==> config.mk <==
export PLATFORM = sky130hd
export DESIGN_NAME = mac_wr_pair_joiner
export DESIGN_NICKNAME = d
export VERILOG_FILES = /design/src/rtl/mac_wr_pair_joiner.sv
export SDC_FILE = /design/constraint.sdc
export NUM_CORES = 1
export LEC_CHECK = 0
export BUFFER_PORTS_ARGS = -buffer_cell sky130_fd_sc_hd__buf_2
export CAP_MARGIN = 10
export CORE_ASPECT_RATIO = 1.1
export CORE_MARGIN = 3
export CORE_UTILIZATION = 60
export CTS_BUF_LIST = sky130_fd_sc_hd__clkbuf_16
export DETAILED_ROUTE_END_ITERATION = 6
export GPL_ROUTABILITY_DRIVEN = 0
export HOLD_SLACK_MARGIN = 0.02
export PLACE_DENSITY = 0.89
export SYNTH_ARGS = -nofsm -noshare
export SYNTH_HDL_FRONTEND = slang
export SYNTH_SLANG_ARGS = --single-unit
==> constraint.sdc <==
create_clock -name clk_i -period 6.2 [get_ports clk_i]
set_input_delay 0.62 -clock clk_i [delete_from_list [all_inputs] [get_ports clk_i]]
set_output_delay 0.62 -clock clk_i [all_outputs]
set_load 0.03 [all_outputs]
==> src/rtl/mac_wr_pair_joiner.sv <==
// Joins an address stream and a data stream into one FIFO-buffered pair stream
// feeding the MAC write port, under a length-controlled job FSM with done reporting.
module mac_wr_pair_joiner #(
    parameter int unsigned ADDR_WIDTH = 32,
    parameter int unsigned DATA_WIDTH = 32,
    parameter int unsigned DEPTH      = 4,
    parameter int unsigned LEN_WIDTH  = 16
) (
    input  logic                             clk_i,
    input  logic                             rst_ni,
    input  logic                             clear_i,
    input  logic                             enable_i,
    input  logic                             start_i,
    input  logic [LEN_WIDTH-1:0]             len_i,
    input  logic                             a_valid_i,
    output logic                             a_ready_o,
    input  logic [ADDR_WIDTH-1:0]            a_data_i,
    input  logic                             b_valid_i,
    output logic                             b_ready_o,
    input  logic [DATA_WIDTH-1:0]            b_data_i,
    output logic                             c_valid_o,
    input  logic                             c_ready_i,
    output logic [ADDR_WIDTH+DATA_WIDTH-1:0] c_data_o,
    output logic [(ADDR_WIDTH+DATA_WIDTH+7)/8-1:0] c_strb_o,
    output logic                             busy_o,
    output logic                             done_o,
    output logic [LEN_WIDTH-1:0]             cnt_o
);

    localparam int unsigned PW = ADDR_WIDTH + DATA_WIDTH;
    localparam int unsigned AW = $clog2(DEPTH);

    typedef enum logic [1:0] {IDLE, RUN, DRAIN, DONE} state_e;

    state_e               state_q, state_d;
    logic [LEN_WIDTH-1:0] len_q, len_d;
    logic [LEN_WIDTH-1:0] cnt_q, cnt_d;
    logic [AW:0]          wptr_q, rptr_q;
    logic [PW-1:0]        mem_q [DEPTH];
    logic                 empty, full, push, pop;

    // The extra wrap bit tells full from empty when the index bits match.
    assign empty = (wptr_q == rptr_q);
    assign full  = (wptr_q[AW] != rptr_q[AW]) && (wptr_q[AW-1:0] == rptr_q[AW-1:0]);

    assign push      = (state_q == RUN) && a_valid_i && b_valid_i && !full && enable_i && !clear_i;
    assign c_valid_o = !empty && enable_i;
    assign pop       = c_valid_o && c_ready_i;

    assign a_ready_o = push;
    assign b_ready_o = push;
    assign c_data_o  = mem_q[rptr_q[AW-1:0]];
    assign c_strb_o  = '1;
    assign busy_o    = (state_q == RUN) || (state_q == DRAIN);
    assign done_o    = (state_q == DONE) && !clear_i;
    assign cnt_o     = cnt_q;

    always_ff @(posedge clk_i) begin
        if (push) begin
            mem_q[wptr_q[AW-1:0]] <= {b_data_i, a_data_i};
        end
    end

    always_ff @(posedge clk_i or negedge rst_ni) begin
        if (!rst_ni) begin
            wptr_q <= '0;
            rptr_q <= '0;
        end else if (clear_i) begin
            wptr_q <= '0;
            rptr_q <= '0;
        end else begin
            if (push) wptr_q <= wptr_q + 1'b1;
            if (pop)  rptr_q <= rptr_q + 1'b1;
        end
    end

    always_ff @(posedge clk_i or negedge rst_ni) begin
        if (!rst_ni) begin
            state_q <= IDLE;
            len_q   <= '0;
            cnt_q   <= '0;
        end else begin
            state_q <= state_d;
            len_q   <= len_d;
            cnt_q   <= cnt_d;
        end
    end

    // A low enable holds the whole job state; clear overrides everything.
    always_comb begin
        state_d = state_q;
        len_d   = len_q;
        cnt_d   = cnt_q;
        if (clear_i) begin
            state_d = IDLE;
            len_d   = '0;
            cnt_d   = '0;
        end else if (enable_i) begin
            case (state_q)
                IDLE: begin
                    if (start_i) begin
                        len_d   = len_i;
                        cnt_d   = '0;
                        state_d = (len_i == '0) ? DONE : RUN;
                    end
                end
                RUN: begin
                    if (push) begin
                        cnt_d = cnt_q + 1'b1;
                        if (cnt_d == len_q) state_d = DRAIN;
                    end
                end
                DRAIN: begin
                    if (empty) state_d = DONE;
                end
                DONE:    state_d = IDLE;
                default: state_d = IDLE;
            endcase
        end
    end

endmodule

==> reports/summary.txt <==
status -> complete, no violations
CP max FO -> 67
Worst R2R Start -> rptr_q[1]
fin cells -> 1090
max-cap violations -> 0
first-pass GRT wire length -> 38990 um
Detailed Route Iter0 Violations -> 685
Final Net Count -> 920
#FFs+latches synth -> 296
asr flop ratio synth -> 13.51%
Initial DRT Pass Iterations -> 5
CP Data Required Time -> 5.58 ns
Reg clk slew, reported paths -> 0.06 ns
max incr delay on CP -> 1.06 ns
grt ovf -> 0
final hold violations -> 0
synth unique cells -> 54
reg-to-reg slack, setup -> 2.73 ns
Placeable Area -> 19300 um^2
Max Slew Vio Count -> 0
routed via count -> 6592
RR Endpoint -> mem_q[1][14]
layout filler cell count -> 1142
critical path cell sequence -> xnor2_1 -> a31oi_2 -> nor2b_1 -> buf_2
ANT nets after route -> 0
Total Power -> 3963 uW
top cell type's share of synthesized area -> 64.56%
Post-synth EDFFs -> 256
largest net degree at the start of global routing -> 68
setup slack after layout -> 2.570 ns
CP top delay family -> flip-flops
CP startpoint kind -> flop
die height -> 153.8 um
DIE AREA -> 21570 um^2
Gate Count Post-Synth -> 649
R2R depth -> 4
crit share post-route -> 58.54%
area of the multi-input gates -> 3019 um^2
CTS Buf Count -> 28
CTS tree -> built
all-layer global routing usage -> 23.55%
Crit path depth -> 4
Routed WL -> 25670 um
Resize count post-CTS -> 0
static leakage -> 0.004886 uW
relative slew slack -> 23.69%
I/O Pins -> 181
cell area power density -> 287.1 nW/um^2
wire per inst -> 23.55 um
postcts setup bufs -> 0
minimum clock period -> 3.630 ns
Crit. End Element -> output port
layout cells sized above 1 -> 34.33%
antenna violations before repair -> 5
vias in the first global route -> 6734
Starting Density -> 61.71%
setup TNS -> 0 ns
Worst EP arrival -> 3.01 ns
final setup fails -> 0
unrepaired setup endpoints after global routing -> false
Mapped Area -> 11910 um^2
most frequent cells in the layout -> 256 x edfxtp_1, 172 x buf_2, 64 x mux4_2
DPL Wire Length -> 15230 um
Synth Area per Inst -> 18.35 um^2
synth warn -> 0
Worst Setup Path Type -> flop to output port
CTS HTree Levels -> 1
Worst Max-Slew Pin Slew -> 1.140 ns
Final Skew -> 0.01686 ns
worst vdd ir -> 0.2904 mV
worst skew pair latency -> 0.54 ns
die width -> 140.3 um
CTS root buf -> clkbuf_16
largest cells by area after synthesis -> edfxtp_1 65%, mux4_2 12%, dfrtp_1 8.4%
I/O Buffers -> 172
Clock Tree Buf Depth -> 3
# DRC -> 0
# clock sinks -> 296
sequential-to-total area share from yosys stat -> 72.96%
Vias/cell -> 6.048
row count -> 53
commonest non-fill, non-tap cell in the layout -> edfxtp_1
Worst Hold Class -> input port to asynchronous set/reset pin
pre-CTS setup slack -> 2.732 ns
Fmax -> 275.5 MHz
prevailing post-synth register cell -> edfxtp_1
Synth area leader -> edfxtp_1
register area -> 8696 um^2
critical path's slowest cell -> dfrtp_4
crit path buf inv count -> 1
dpl cells -> 1037
Layout area overhead -> 15.92%
CTS Hold Buffers Added -> 0
[layout make-up]
type / instances / share of cell area, %
Inverter: 9 / 0.2447
Clock inverter: 20 / 1.097
Timing Repair Buffer: 174 / 6.400
Clock buffer: 28 / 5.076
Tap cell: 247 / 2.239
Antenna cell: 4 / 0.07252
Sequential cell: 296 / 63.00
Multi-Input combinational cell: 312 / 21.87
[worst max-delay path by stage]
stage | startpoint | endpoint | slack, ns
after global routing | rptr_q[1] | a_ready_o | 2.29
after floorplan | state_q[1] | mem_q[0][0] | 2.40
after detailed placement | rptr_q[1] | mem_q[2][19] | 2.73
final | rptr_q[1] | a_ready_o | 2.57
after global placement | rptr_q[1] | mem_q[0][0] | 2.84
after CTS | rptr_q[1] | a_ready_o | 2.52
[Yosys cell counts (all sizes together), types with 9 or more instances]
cell    number
dfrtp       40
nand3       10
nand2b      18
inv          9
nand2       29
clkbuf      13
mux4        64
a21oi       12
ha          11
xor2         9
o31ai        9
nor2        26
edfxtp     256
buf         26
o21ai       39
xnor2       18
[sequential cells by signal (all words and copies together) (netlist names)]
signal,count
state_q,2
wptr_q,3
rptr_q,3
mem_q,256
cnt_o,16
len_q,16
[routing by layer]
layer / track usage [%] / up-vias / routed length [um]
met4: 8.491 / 2 / 757
met5: 0 / - / 13
met3: 5.132 / 54 / 2203
li1: - / 2895 / -
met1: 31.46 / 3297 / 9622
met2: 38.87 / 344 / 13070
[stage by stage]
step | cell area [um^2] | util, % | hold slack (ns)
4_1_cts | 13780 | 71.40 | 0.2241
6_report | 13800 | 71.53 | 0.2184
3_5_place_dp | 12930 | 66.98 | 0.4904
5_1_grt | 13800 | 71.53 | 0.2666
2_1_floorplan | 11930 | - | 0.3244
3_3_place_gp | 12930 | 66.98 | 0.4845
[logic make-up after synthesis]
logic type | synth area share, %
other cells | 0.03149
flops | 72.96
buf+inv | 2.039
mux | 12.38
fa+ha+maj | 1.156
xor+xnor | 2.049
compound gates | 3.972
simple gates | 5.411
[power by group]
group / internal (uW) / switching, uW / leakage (uW)
sequential: 2180 / 14.2 / 0.00284
clock: 899 / 700 / 0.000430
combinational: 63.4 / 106 / 0.00162
total: 3140 / 821 / 0.00489
No activity file was read; power rests on OpenSTA's default activity.
